### src/rtl/display_pkg.sv
// Purpose: shared digit type, anode polarity and register sizing helper for the scan path.
// Latency: none (types and constants only).
// Backpressure: none.
package display_pkg;

  localparam int DIGIT_W = 4;

  typedef logic [DIGIT_W-1:0] digit_t;

  // Common-anode bank: a 1 on an anode enable turns the digit off.
  localparam logic ANODE_OFF = 1'b1;

  // Bits needed to hold 0..n-1. Never returns less than 1, so a one-digit
  // bank or a tiny divider still gets a real register.
  function automatic int clog2(input int n);
    int w;
    w = 1;
    while ((1 << w) < n) w++;
    return w;
  endfunction

endpackage

### src/rtl/scan_divider.sv
// Purpose: refresh divider and slot pointer; flags the frame wrap and the per-slot guard window.
// Latency: frame_bnd and in_guard are combinational from the current div_cnt/slot state.
// Backpressure: none; free-running from reset.
module scan_divider
  import display_pkg::*;
#(
  parameter int NUM_DIGITS   = 4,
  parameter int REFRESH_DIV  = 100000,
  parameter int GUARD_CYCLES = 16,
  localparam int SLOT_W      = clog2(NUM_DIGITS),
  localparam int DIV_W       = clog2(REFRESH_DIV)
) (
  input  logic              clk,
  input  logic              rst_n,
  output logic [SLOT_W-1:0] slot,
  output logic              frame_bnd,
  output logic              in_guard
);

  logic [DIV_W-1:0] div_cnt;
  logic             div_wrap;

  // Last cycle of a slot; the last cycle of the last slot is the frame boundary.
  assign div_wrap  = (div_cnt == DIV_W'(REFRESH_DIV - 1));
  assign frame_bnd = div_wrap && (slot == SLOT_W'(NUM_DIGITS - 1));

  // First GUARD_CYCLES of each slot keep every anode dark so the previous
  // digit's segments cannot ghost onto the newly selected digit.
  assign in_guard  = (div_cnt < DIV_W'(GUARD_CYCLES));

  // Refresh divider: one full count per digit slot.
  always_ff @(posedge clk or negedge rst_n) begin
    if (!rst_n) begin
      div_cnt <= '0;
    end else if (div_wrap) begin
      div_cnt <= '0;
    end else begin
      div_cnt <= div_cnt + DIV_W'(1);
    end
  end

  // Slot pointer: advance on every divider wrap, back to slot 0 at the frame boundary.
  always_ff @(posedge clk or negedge rst_n) begin
    if (!rst_n) begin
      slot <= '0;
    end else if (frame_bnd) begin
      slot <= '0;
    end else if (div_wrap) begin
      slot <= slot + SLOT_W'(1);
    end
  end

endmodule

### src/rtl/digit_scan_driver.sv
// Purpose: time-multiplexes a double-buffered packed BCD value onto a common-anode bank (LEADING_ZERO_BLANK_EN blanks leading zeros).
// Latency: outputs registered 1 cycle after divider state; a load becomes visible within NUM_DIGITS*REFRESH_DIV+2 cycles.
// Backpressure: none; load is always accepted, the last load before a frame boundary wins (busy shows an unapplied value).
module digit_scan_driver
  import display_pkg::*;
#(
  parameter int NUM_DIGITS   = 4,
  parameter int REFRESH_DIV  = 100000,
  parameter int GUARD_CYCLES = 16
) (
  input  logic                          clk,
  input  logic                          rst_n,
  input  logic [DIGIT_W*NUM_DIGITS-1:0] bcd_in,
  input  logic                          load,
  output logic [DIGIT_W-1:0]            digit,
  output logic [NUM_DIGITS-1:0]         anode_n,
  output logic                          frame_start,
  output logic                          busy
);

  localparam int SLOT_W = clog2(NUM_DIGITS);
  localparam int BCD_W  = DIGIT_W * NUM_DIGITS;

  logic [BCD_W-1:0]      pending;
  logic                  pend;
  logic [BCD_W-1:0]      shadow;
  logic [SLOT_W-1:0]     slot;
  logic                  frame_bnd;
  logic                  in_guard;
  digit_t                cur_digit;
  logic [NUM_DIGITS-1:0] slot_sel;
  logic [NUM_DIGITS-1:0] lit_mask;
  logic [NUM_DIGITS-1:0] anode_n_next;

  scan_divider #(
    .NUM_DIGITS   (NUM_DIGITS),
    .REFRESH_DIV  (REFRESH_DIV),
    .GUARD_CYCLES (GUARD_CYCLES)
  ) u_scan_divider (
    .clk       (clk),
    .rst_n     (rst_n),
    .slot      (slot),
    .frame_bnd (frame_bnd),
    .in_guard  (in_guard)
  );

  // Capture buffer: every load overwrites, so back-to-back loads keep only the newest value.
  always_ff @(posedge clk or negedge rst_n) begin
    if (!rst_n) begin
      pending <= '0;
    end else if (load) begin
      pending <= bcd_in;
    end
  end

  // Pending flag: set by a load, cleared at the frame boundary. A load that
  // lands on the boundary goes straight to the shadow, so it never sets pend.
  always_ff @(posedge clk or negedge rst_n) begin
    if (!rst_n) begin
      pend <= 1'b0;
    end else if (frame_bnd) begin
      pend <= 1'b0;
    end else if (load) begin
      pend <= 1'b1;
    end
  end

  // Shadow register only changes at the frame boundary, so a frame never
  // mixes digits of two values. A same-cycle load beats the older pending value.
  always_ff @(posedge clk or negedge rst_n) begin
    if (!rst_n) begin
      shadow <= '0;
    end else if (frame_bnd) begin
      if (load) begin
        shadow <= bcd_in;
      end else if (pend) begin
        shadow <= pending;
      end
    end
  end

  assign busy = pend;

  // Select the active slot's digit code and its one-hot anode position.
  always_comb begin
    cur_digit = '0;
    slot_sel  = '0;
    for (int i = 0; i < NUM_DIGITS; i++) begin
      if (slot == SLOT_W'(i)) begin
        cur_digit   = shadow[i*DIGIT_W +: DIGIT_W];
        slot_sel[i] = 1'b1;
      end
    end
  end

`ifdef LEADING_ZERO_BLANK_EN
  logic [SLOT_W-1:0] msd;

  // Light only slots up to the most-significant nonzero shadow digit; slot 0
  // is always lit so an all-zero value still shows a single "0".
  always_comb begin
    msd      = '0;
    lit_mask = '0;
    for (int i = 1; i < NUM_DIGITS; i++) begin
      if (shadow[i*DIGIT_W +: DIGIT_W] != '0) begin
        msd = SLOT_W'(i);
      end
    end
    for (int i = 0; i < NUM_DIGITS; i++) begin
      lit_mask[i] = (i <= int'(msd));
    end
  end
`else
  assign lit_mask = '1;
`endif

  assign anode_n_next = in_guard ? {NUM_DIGITS{ANODE_OFF}} : ~(slot_sel & lit_mask);

  // Output stage: one register after the divider state, frame_start marks the wrap.
  always_ff @(posedge clk or negedge rst_n) begin
    if (!rst_n) begin
      digit       <= '0;
      anode_n     <= {NUM_DIGITS{ANODE_OFF}};
      frame_start <= 1'b0;
    end else begin
      digit       <= cur_digit;
      anode_n     <= anode_n_next;
      frame_start <= frame_bnd;
    end
  end

endmodule
### config.mk
export PLATFORM = sky130hd
export DESIGN_NAME = digit_scan_driver
export DESIGN_NICKNAME = d
export VERILOG_FILES = /design/src/rtl/display_pkg.sv /design/src/rtl/scan_divider.sv /design/src/rtl/digit_scan_driver.sv
export SDC_FILE = /design/constraint.sdc
export NUM_CORES = 1
export LEC_CHECK = 0
export BUFFER_PORTS_ARGS = -buffer_cell sky130_fd_sc_hd__buf_2
export CORE_MARGIN = 3
export CORE_UTILIZATION = 36
export DETAILED_ROUTE_END_ITERATION = 6
export REMOVE_ABC_BUFFERS = 1
export SLEW_MARGIN = 5
export SYNTH_ARGS = -nofsm -noshare
export SYNTH_HDL_FRONTEND = slang
export SYNTH_HIERARCHICAL = 1
export SYNTH_SLANG_ARGS = --single-unit
### constraint.sdc
create_clock -name clk -period 3.6 [get_ports clk]
set_input_delay 0.54 -clock clk [delete_from_list [all_inputs] [get_ports clk]]
set_output_delay 0.54 -clock clk [all_outputs]
set_load 0.01 [all_outputs]
==> results of run 1 <==
[per-layer routing]
layer	vias up	global-route usage [%]	part of all wire, %
li1	857	-	-
met1	909	17.3	48
met2	54	18.1	44
met3	12	3.61	5.2
met4	0	7.43	2.2
met5	-	0	0
[worst paths after layout]
kind                                           start                    endpoint  depth (start not counted)
setup / recovery           u_scan_divider/div_cnt[0]                  shadow[12]                          8
hold / removal                                 rst_n                 pending[12]                          1
setup reg to reg           u_scan_divider/div_cnt[0]                  shadow[12]                          8
hold reg to reg            u_scan_divider/div_cnt[0]   u_scan_divider/div_cnt[0]                          1
max in group asynchronous                      rst_n  u_scan_divider/div_cnt[12]                          2
min in group clk                          bcd_in[12]                 pending[12]                          2
[logic make-up (layout without fill, tap and decap cells)]
logic type,count (synthesis),count (layout)
and+or+nand+nor,65,65
DFF,61,61
AOI/OAI and AO/OA,36,36
muxes,22,22
buffers and inverters,16,50
xor gates and xnor gates,13,13
adders and majority gates,2,2
[final cells by class]
| cell class | count | area, µm² | area share, % |
|---|---|---|---|
| clock buffer | 10 | 138 | 4.41 |
| clock inverter | 6 | 110 | 3.53 |
| inverter | 3 | 11.3 | 0.361 |
| multi-input combinational | 138 | 1040 | 33.5 |
| sequential | 61 | 1530 | 49.1 |
| tap | 96 | 120 | 3.85 |
| timing repair buffer | 31 | 163 | 5.22 |
[synthesized netlist by cell type (all sizes together), types with 5 or more instances]
library cell,instances,share of area [%]
xnor2,11,3.6
nand3,6,1.3
dfrtp,57,53
mux2,18,7.6
nand2,10,1.4
nor2,25,3.5
buf,10,2.8
o22ai,16,3.8
o32ai,16,5.3
nor4,5,1.2
[power by group]
part / switching, mW / total (mW) / internal [mW]
Sequential: 0.00945 / 0.713 / 0.704
Combinational: 0.0283 / 0.0523 / 0.0241
Clock: 0.265 / 0.742 / 0.477
Total: 0.303 / 1.51 / 1.20
[worst max-delay path: stages (launching register included)]
cell                      delay, ns
sky130_fd_sc_hd__dfrtp_1       0.38
sky130_fd_sc_hd__ha_1          0.24
sky130_fd_sc_hd__and4_2        0.28
sky130_fd_sc_hd__nand3_1       0.15
sky130_fd_sc_hd__nor4_2        0.27
sky130_fd_sc_hd__buf_4         0.29
sky130_fd_sc_hd__nand2_1       0.39
sky130_fd_sc_hd__o32ai_1       0.39
sky130_fd_sc_hd__nor2_1        0.08
[flip-flops by register name, summed over array words and instances, names as in the netlist]
name	flops
frame_start	1
shadow	16
u_scan_divider/div_cnt	17
digit	4
anode_n	4
u_scan_divider/slot	2
pending	16
busy	1
==> run_summary.xml, run 1 <==
<?xml version="1.0" encoding="UTF-8"?>
<metrics>
  <group name="routing">
    <metric name="drt-total-wl" unit="mm">5.01</metric>
    <metric name="detailroute.via_count" unit="">1832</metric>
    <metric name="vias_per_cell" unit="">5.31</metric>
    <metric name="antenna_left" unit="">0</metric>
    <metric name="routed_wire_length_per_instance" unit="µm">14.5</metric>
    <metric name="detail_route.drc_violations" unit="">0</metric>
    <metric name="drtIter0Drc" unit="">81</metric>
    <metric name="drt_pre_antenna_iters" unit="">4</metric>
  </group>
  <group name="finish">
    <metric name="final_util" unit="%">44.7</metric>
    <metric name="finalNetCount" unit="">265</metric>
    <metric name="insertedDiodeCount" unit="">0</metric>
    <metric name="stdcell_area" unit="µm²">3120</metric>
    <metric name="layout.cells.most_common_list" unit="">57 x sky130_fd_sc_hd__dfrtp_1, 28 x sky130_fd_sc_hd__buf_2, 25 x sky130_fd_sc_hd__nor2_1</metric>
    <metric name="syn_to_final_growth" unit="%">16.9</metric>
    <metric name="stdcell_count" unit="">345</metric>
    <metric name="fill_cells" unit="">663</metric>
    <metric name="layout-drive-gt1-share" unit="%">31.7</metric>
    <metric name="final_common_cell" unit="">sky130_fd_sc_hd__dfrtp_1</metric>
  </group>
  <group name="cts">
    <metric name="postCtsResizedCells" unit="">0</metric>
    <metric name="clk_pin_slew" unit="ns">0.07</metric>
    <metric name="tritoncts" unit="">built</metric>
    <metric name="hold_bufs_at_cts" unit="">0</metric>
    <metric name="cts_root_buf" unit="">sky130_fd_sc_hd__clkbuf_8</metric>
    <metric name="clock_tree.htree_level_count" unit="">3</metric>
    <metric name="clk_latency" unit="ns">0.34</metric>
    <metric name="clock_sink_count" unit="">61</metric>
    <metric name="cts.repair_timing.setup_buffer_count" unit="">0</metric>
    <metric name="tritoncts.num_buffers" unit="">9</metric>
    <metric name="clk_path_buf_depth" unit="">2</metric>
  </group>
  <group name="die">
    <metric name="num_rows" unit="">30</metric>
    <metric name="die_area" unit="µm²">8480</metric>
    <metric name="placeableCoreArea" unit="µm²">6980</metric>
    <metric name="initial_core_util" unit="%">38.2</metric>
    <metric name="floorplan.die.height" unit="µm">92.1</metric>
    <metric name="die_w" unit="µm">92.1</metric>
    <metric name="io-pin-count" unit="">29</metric>
  </group>
  <group name="logic_synthesis">
    <metric name="synth_async_reset_ratio" unit="%">100</metric>
    <metric name="post_synth_inst_count" unit="">215</metric>
    <metric name="synth-compound-area-share" unit="%">10.0</metric>
    <metric name="synth-simple-area-share" unit="%">12.8</metric>
    <metric name="synth.avg_cell_area" unit="µm²">12.4</metric>
    <metric name="synth_cell_type_count" unit="">34</metric>
    <metric name="synth-edff-count" unit="">0</metric>
    <metric name="synth-warning-count" unit="">6</metric>
    <metric name="synth_top_family_by_area" unit="">simple AND/OR/NAND/NOR gates</metric>
    <metric name="synth_xor_xnor_area_share" unit="%">4.27</metric>
    <metric name="synth_sequential_area_ratio" unit="%">57.4</metric>
    <metric name="share_of_synthesized_area_spent_on_multiplexers" unit="%">11.0</metric>
    <metric name="synth_adder_area_share" unit="%">0.939</metric>
    <metric name="synth_top_flop_cell" unit="">sky130_fd_sc_hd__dfrtp_1</metric>
    <metric name="postSynthRegisterBits" unit="">61</metric>
    <metric name="netlist_area" unit="µm²">2670</metric>
  </group>
  <group name="place">
    <metric name="port_buffers" unit="">28</metric>
    <metric name="detailed_place.area" unit="µm²">2870</metric>
    <metric name="place.gp.congestion" unit="">0.718</metric>
    <metric name="pre_cts_slack" unit="ns">1.04</metric>
    <metric name="placed_cells_incl_taps" unit="">329</metric>
    <metric name="detailedPlacementHpwl" unit="mm">3.22</metric>
  </group>
  <group name="setup_path">
    <metric name="timing.critical_path.fanout_max" unit="">20</metric>
    <metric name="reg2reg_setup_slack" unit="ns">1.01</metric>
    <metric name="worstPathArrival" unit="ns">2.81</metric>
    <metric name="setup.worst_path.start_class" unit="">register</metric>
    <metric name="crit_required" unit="ns">3.82</metric>
    <metric name="timing.critical_path.to_type" unit="">register</metric>
    <metric name="timing_worst_setup_path_type" unit="">register to register</metric>
  </group>
  <group name="power">
    <metric name="vdd.ir_drop.worst" unit="mV">0.205</metric>
    <metric name="static-leakage-power" unit="nW">1.34</metric>
    <metric name="post-layout-total-power" unit="mW">1.51</metric>
    <metric name="pwr_density_cell" unit="nW/µm²">483</metric>
  </group>
  <group name="timing">
    <metric name="setup_slack" unit="ns">1.01</metric>
    <metric name="fin_crit_sh" unit="%">71.9</metric>
    <metric name="final.setup_skew" unit="ns">0.00906</metric>
    <metric name="worst_slew_margin_rel" unit="%">53.9</metric>
    <metric name="report.final.hold_viol_count" unit="">0</metric>
    <metric name="period_minus_slack" unit="ns">2.59</metric>
    <metric name="max_freq" unit="MHz">386</metric>
    <metric name="hold-worst-slack" unit="ns">0.179</metric>
    <metric name="final_sum_of_negative_setup_slack" unit="ns">0</metric>
    <metric name="report.final.setup_viol" unit="">0</metric>
    <metric name="rsz0062_at_grt" unit="">false</metric>
    <metric name="finalMaxSlewViolations" unit="">0</metric>
    <metric name="tightest_slew" unit="ns">0.691</metric>
  </group>
  <group name="hold_path">
    <metric name="worstHoldPathType" unit="">input port to asynchronous set/reset pin</metric>
  </group>
  <group name="grt">
    <metric name="grt_overflow" unit="">0</metric>
    <metric name="first_global_vias" unit="">1709</metric>
    <metric name="grt_antenna_before_repair" unit="">0</metric>
    <metric name="grt_usage" unit="%">12.7</metric>
    <metric name="grt_first_pass_wirelength" unit="mm">8.37</metric>
    <metric name="grt_max_degree" unit="">37</metric>
  </group>
  <group name="job">
    <metric name="drv_cap" unit="">0</metric>
  </group>
  <group name="run_status">
    <metric name="status" unit="">complete, no violations</metric>
  </group>
</metrics>
Note: power is estimated with default switching activity, not from simulation.
==> inputs of run 2 (changes only) <==
- clock period: 3.6 -> 2.7 ns (I/O delays scaled with it)
==> run 2 against run 1 <==
Non-clock buffer count up 5. Global-route usage up 0.95 points. Utilization up 0.22 points. Sequential power up 33%. Power up 24%. Flip-flop and latch count unchanged. Combinational power up 41%. Critical path type unchanged. Critical path depth unchanged.
==> run_summary.xml, run 2 (same netlist as run 1, synthesis figures left out) <==
<?xml version="1.0" encoding="UTF-8"?>
<metrics>
  <group name="finish">
    <metric name="largest_register_ff_count" unit="">17</metric>
    <metric name="layout-drive-gt1-share" unit="%">33.5</metric>
    <metric name="layout.cells.most_common_list" unit="">57 x sky130_fd_sc_hd__dfrtp_1, 28 x sky130_fd_sc_hd__buf_2, 25 x sky130_fd_sc_hd__nor2_1</metric>
    <metric name="finalNetCount" unit="">270</metric>
    <metric name="fill_cells" unit="">678</metric>
    <metric name="reg_top3" unit="">u_scan_divider/div_cnt: 17 flops, pending: 16 flops, shadow: 16 flops</metric>
    <metric name="stdcell_area" unit="µm²">3130</metric>
    <metric name="regMostFlops" unit="">u_scan_divider/div_cnt</metric>
    <metric name="final_util" unit="%">44.9</metric>
    <metric name="insertedDiodeCount" unit="">0</metric>
    <metric name="syn_to_final_growth" unit="%">17.5</metric>
    <metric name="final_common_cell" unit="">sky130_fd_sc_hd__dfrtp_1</metric>
  </group>
  <group name="die">
    <metric name="io-pin-count" unit="">29</metric>
    <metric name="initial_core_util" unit="%">38.2</metric>
    <metric name="placeableCoreArea" unit="µm²">6980</metric>
    <metric name="floorplan.die.height" unit="µm">92.1</metric>
    <metric name="num_rows" unit="">30</metric>
    <metric name="die_area" unit="µm²">8480</metric>
    <metric name="die_w" unit="µm">92.1</metric>
  </group>
  <group name="power">
    <metric name="internal_power" unit="mW">1.47</metric>
    <metric name="clockPowerShare" unit="%">45.1</metric>
    <metric name="vdd.ir_drop.worst" unit="mV">0.199</metric>
    <metric name="pwr_density_cell" unit="nW/µm²">595</metric>
    <metric name="power.combinational.fraction" unit="%">4.0</metric>
    <metric name="switching_power_share_of_the_total" unit="%">21.1</metric>
    <metric name="static-leakage-power" unit="nW">1.37</metric>
    <metric name="p_sw" unit="µW">394</metric>
    <metric name="share_of_power_burned_in_registers" unit="%">51.0</metric>
  </group>
  <group name="setup_path">
    <metric name="worstPathArrival" unit="ns">2.59</metric>
    <metric name="setup.worst_path.start_class" unit="">register</metric>
    <metric name="crit_required" unit="ns">2.91</metric>
    <metric name="timing.critical_path.fanout_max" unit="">10</metric>
    <metric name="startpoint" unit="">u_scan_divider/div_cnt[0]</metric>
    <metric name="reg2reg_setup_slack" unit="ns">0.33</metric>
    <metric name="reg2reg_depth" unit="">8</metric>
    <metric name="timing.critical_path.to_type" unit="">register</metric>
    <metric name="timing_worst_setup_path_type" unit="">register to register</metric>
    <metric name="worst_r2r_startpoint" unit="">u_scan_divider/div_cnt[0]</metric>
  </group>
  <group name="timing">
    <metric name="tightest_slew" unit="ns">0.620</metric>
    <metric name="period_minus_slack" unit="ns">2.37</metric>
    <metric name="rsz0062_at_grt" unit="">false</metric>
    <metric name="hold-worst-slack" unit="ns">0.0648</metric>
    <metric name="final.setup_skew" unit="ns">0.00725</metric>
    <metric name="worst_slew_margin_rel" unit="%">58.3</metric>
    <metric name="report.final.hold_viol_count" unit="">0</metric>
    <metric name="max_freq" unit="MHz">421</metric>
    <metric name="finalMaxSlewViolations" unit="">0</metric>
    <metric name="fin_crit_sh" unit="%">87.9</metric>
    <metric name="report.final.setup_viol" unit="">0</metric>
  </group>
  <group name="cts">
    <metric name="clock_sink_count" unit="">61</metric>
    <metric name="clock_tree.htree_level_count" unit="">3</metric>
    <metric name="hold_bufs_at_cts" unit="">0</metric>
    <metric name="clk_pin_slew" unit="ns">0.07</metric>
    <metric name="tritoncts.num_buffers" unit="">9</metric>
    <metric name="clk_path_buf_depth" unit="">2</metric>
    <metric name="cts_root_buf" unit="">sky130_fd_sc_hd__clkbuf_8</metric>
    <metric name="clk_latency" unit="ns">0.33</metric>
    <metric name="tritoncts" unit="">built</metric>
  </group>
  <group name="grt">
    <metric name="grt_usage" unit="%">13.7</metric>
    <metric name="met1_usage" unit="%">18.0</metric>
    <metric name="first_global_vias" unit="">1878</metric>
    <metric name="met2_usage" unit="%">20.4</metric>
    <metric name="grt_first_pass_wirelength" unit="mm">9.01</metric>
    <metric name="global_route.usage.met3" unit="%">2.54</metric>
    <metric name="grt_overflow" unit="">0</metric>
    <metric name="grt_antenna_before_repair" unit="">0</metric>
    <metric name="grt_max_degree" unit="">62</metric>
    <metric name="top_usage_layer" unit="">met2</metric>
  </group>
  <group name="place">
    <metric name="port_buffers" unit="">28</metric>
    <metric name="detailed_place.area" unit="µm²">2920</metric>
    <metric name="detailedPlacementHpwl" unit="mm">3.46</metric>
    <metric name="place.gp.congestion" unit="">0.762</metric>
  </group>
  <group name="job">
    <metric name="drv_cap" unit="">0</metric>
  </group>
  <group name="routing">
    <metric name="routed_wire_length_per_instance" unit="µm">15.0</metric>
    <metric name="antenna_left" unit="">0</metric>
    <metric name="detailroute.via_count" unit="">1838</metric>
    <metric name="drt-total-wl" unit="mm">5.24</metric>
    <metric name="vias_per_cell" unit="">5.25</metric>
    <metric name="drt_pre_antenna_iters" unit="">4</metric>
    <metric name="drtIter0Drc" unit="">65</metric>
    <metric name="detail_route.drc_violations" unit="">0</metric>
  </group>
  <group name="run_status">
    <metric name="status" unit="">complete, no violations</metric>
  </group>
  <group name="hold_path">
    <metric name="worstHoldPathType" unit="">input port to asynchronous set/reset pin</metric>
  </group>
</metrics>
-- run 2: cell types whose count changed in the layout (fill, tap and decap cells not counted), sizes merged --
cell	change
bufinv	-2
clkbuf	+2
clkinvlp	-2
clkinv	+2
buf	+5
-- run 2: power groups by stage --
stage	Combinational, mW	Sequential (mW)	Clock (mW)
global route	0.0834	0.953	0.904
finish	0.0740	0.950	0.840
detailed placement	0.0762	0.967	0
floorplan	0.0260	0.964	0
global placement	0.0745	0.967	0
CTS	0.0765	0.950	0.864
-- run 2: path summary, 6_finish.rpt --
check | endpoint
worst min-delay path | pending[4]
max in group asynchronous | anode_n[2]
min in group clk | pending[6]
worst max-delay path | shadow[2]
worst max register to register | shadow[2]
worst min register to register | u_scan_divider/div_cnt[0]
-- run 2: worst max-delay path, stage by stage, from the launching register on --
cell and delay [ns]:
sky130_fd_sc_hd__dfrtp_1 0.38, sky130_fd_sc_hd__ha_1 0.24, sky130_fd_sc_hd__and4_2 0.27, sky130_fd_sc_hd__nand3_1 0.14, sky130_fd_sc_hd__nor4_2 0.56, sky130_fd_sc_hd__nand2_1 0.13
sky130_fd_sc_hd__buf_4 0.21, sky130_fd_sc_hd__o32ai_1 0.25, sky130_fd_sc_hd__nor2_1 0.08
-- run 2: cell type report --
| type | instances | area, µm² | share of cell area, % |
|---|---|---|---|
| clock buffers | 12 | 165 | 5.27 |
| multi-input cells | 138 | 1050 | 33.4 |
| inverters | 3 | 11.3 | 0.359 |
| flip-flops and latches | 61 | 1530 | 48.9 |
| well taps | 96 | 120 | 3.83 |
| clock inverters | 4 | 45.0 | 1.44 |
| repair buffers | 36 | 213 | 6.79 |
-- run 2: repair_timing --
item,in CTS,in global routing
resized for setup,0,1
buffers inserted,0,0
endpoints found under the setup margin,0,15
endpoints found under the hold margin,0,0
-- run 2: routing by layer --
layer | routed length (µm) | part of all wire [%] | vias to the layer above
met4 | 129 | 2.5 | 0
met1 | 2450 | 47 | 906
met2 | 2450 | 47 | 47
met5 | 0 | 0 | -
li1 | - | - | 874
met3 | 213 | 4.1 | 11
-- run 2: per-stage QoR --
stage	power (mW)	setup TNS [ns]	std cells	worst slack [ns]
6_report	1.86	0	350	0.327
3_3_place_gp	1.04	0	334	0.367
5_1_grt	1.94	0	350	0.112
4_1_cts	1.89	0	350	0.177
2_1_floorplan	0.990	-15.64	202	-0.974
3_5_place_dp	1.04	0	334	0.185
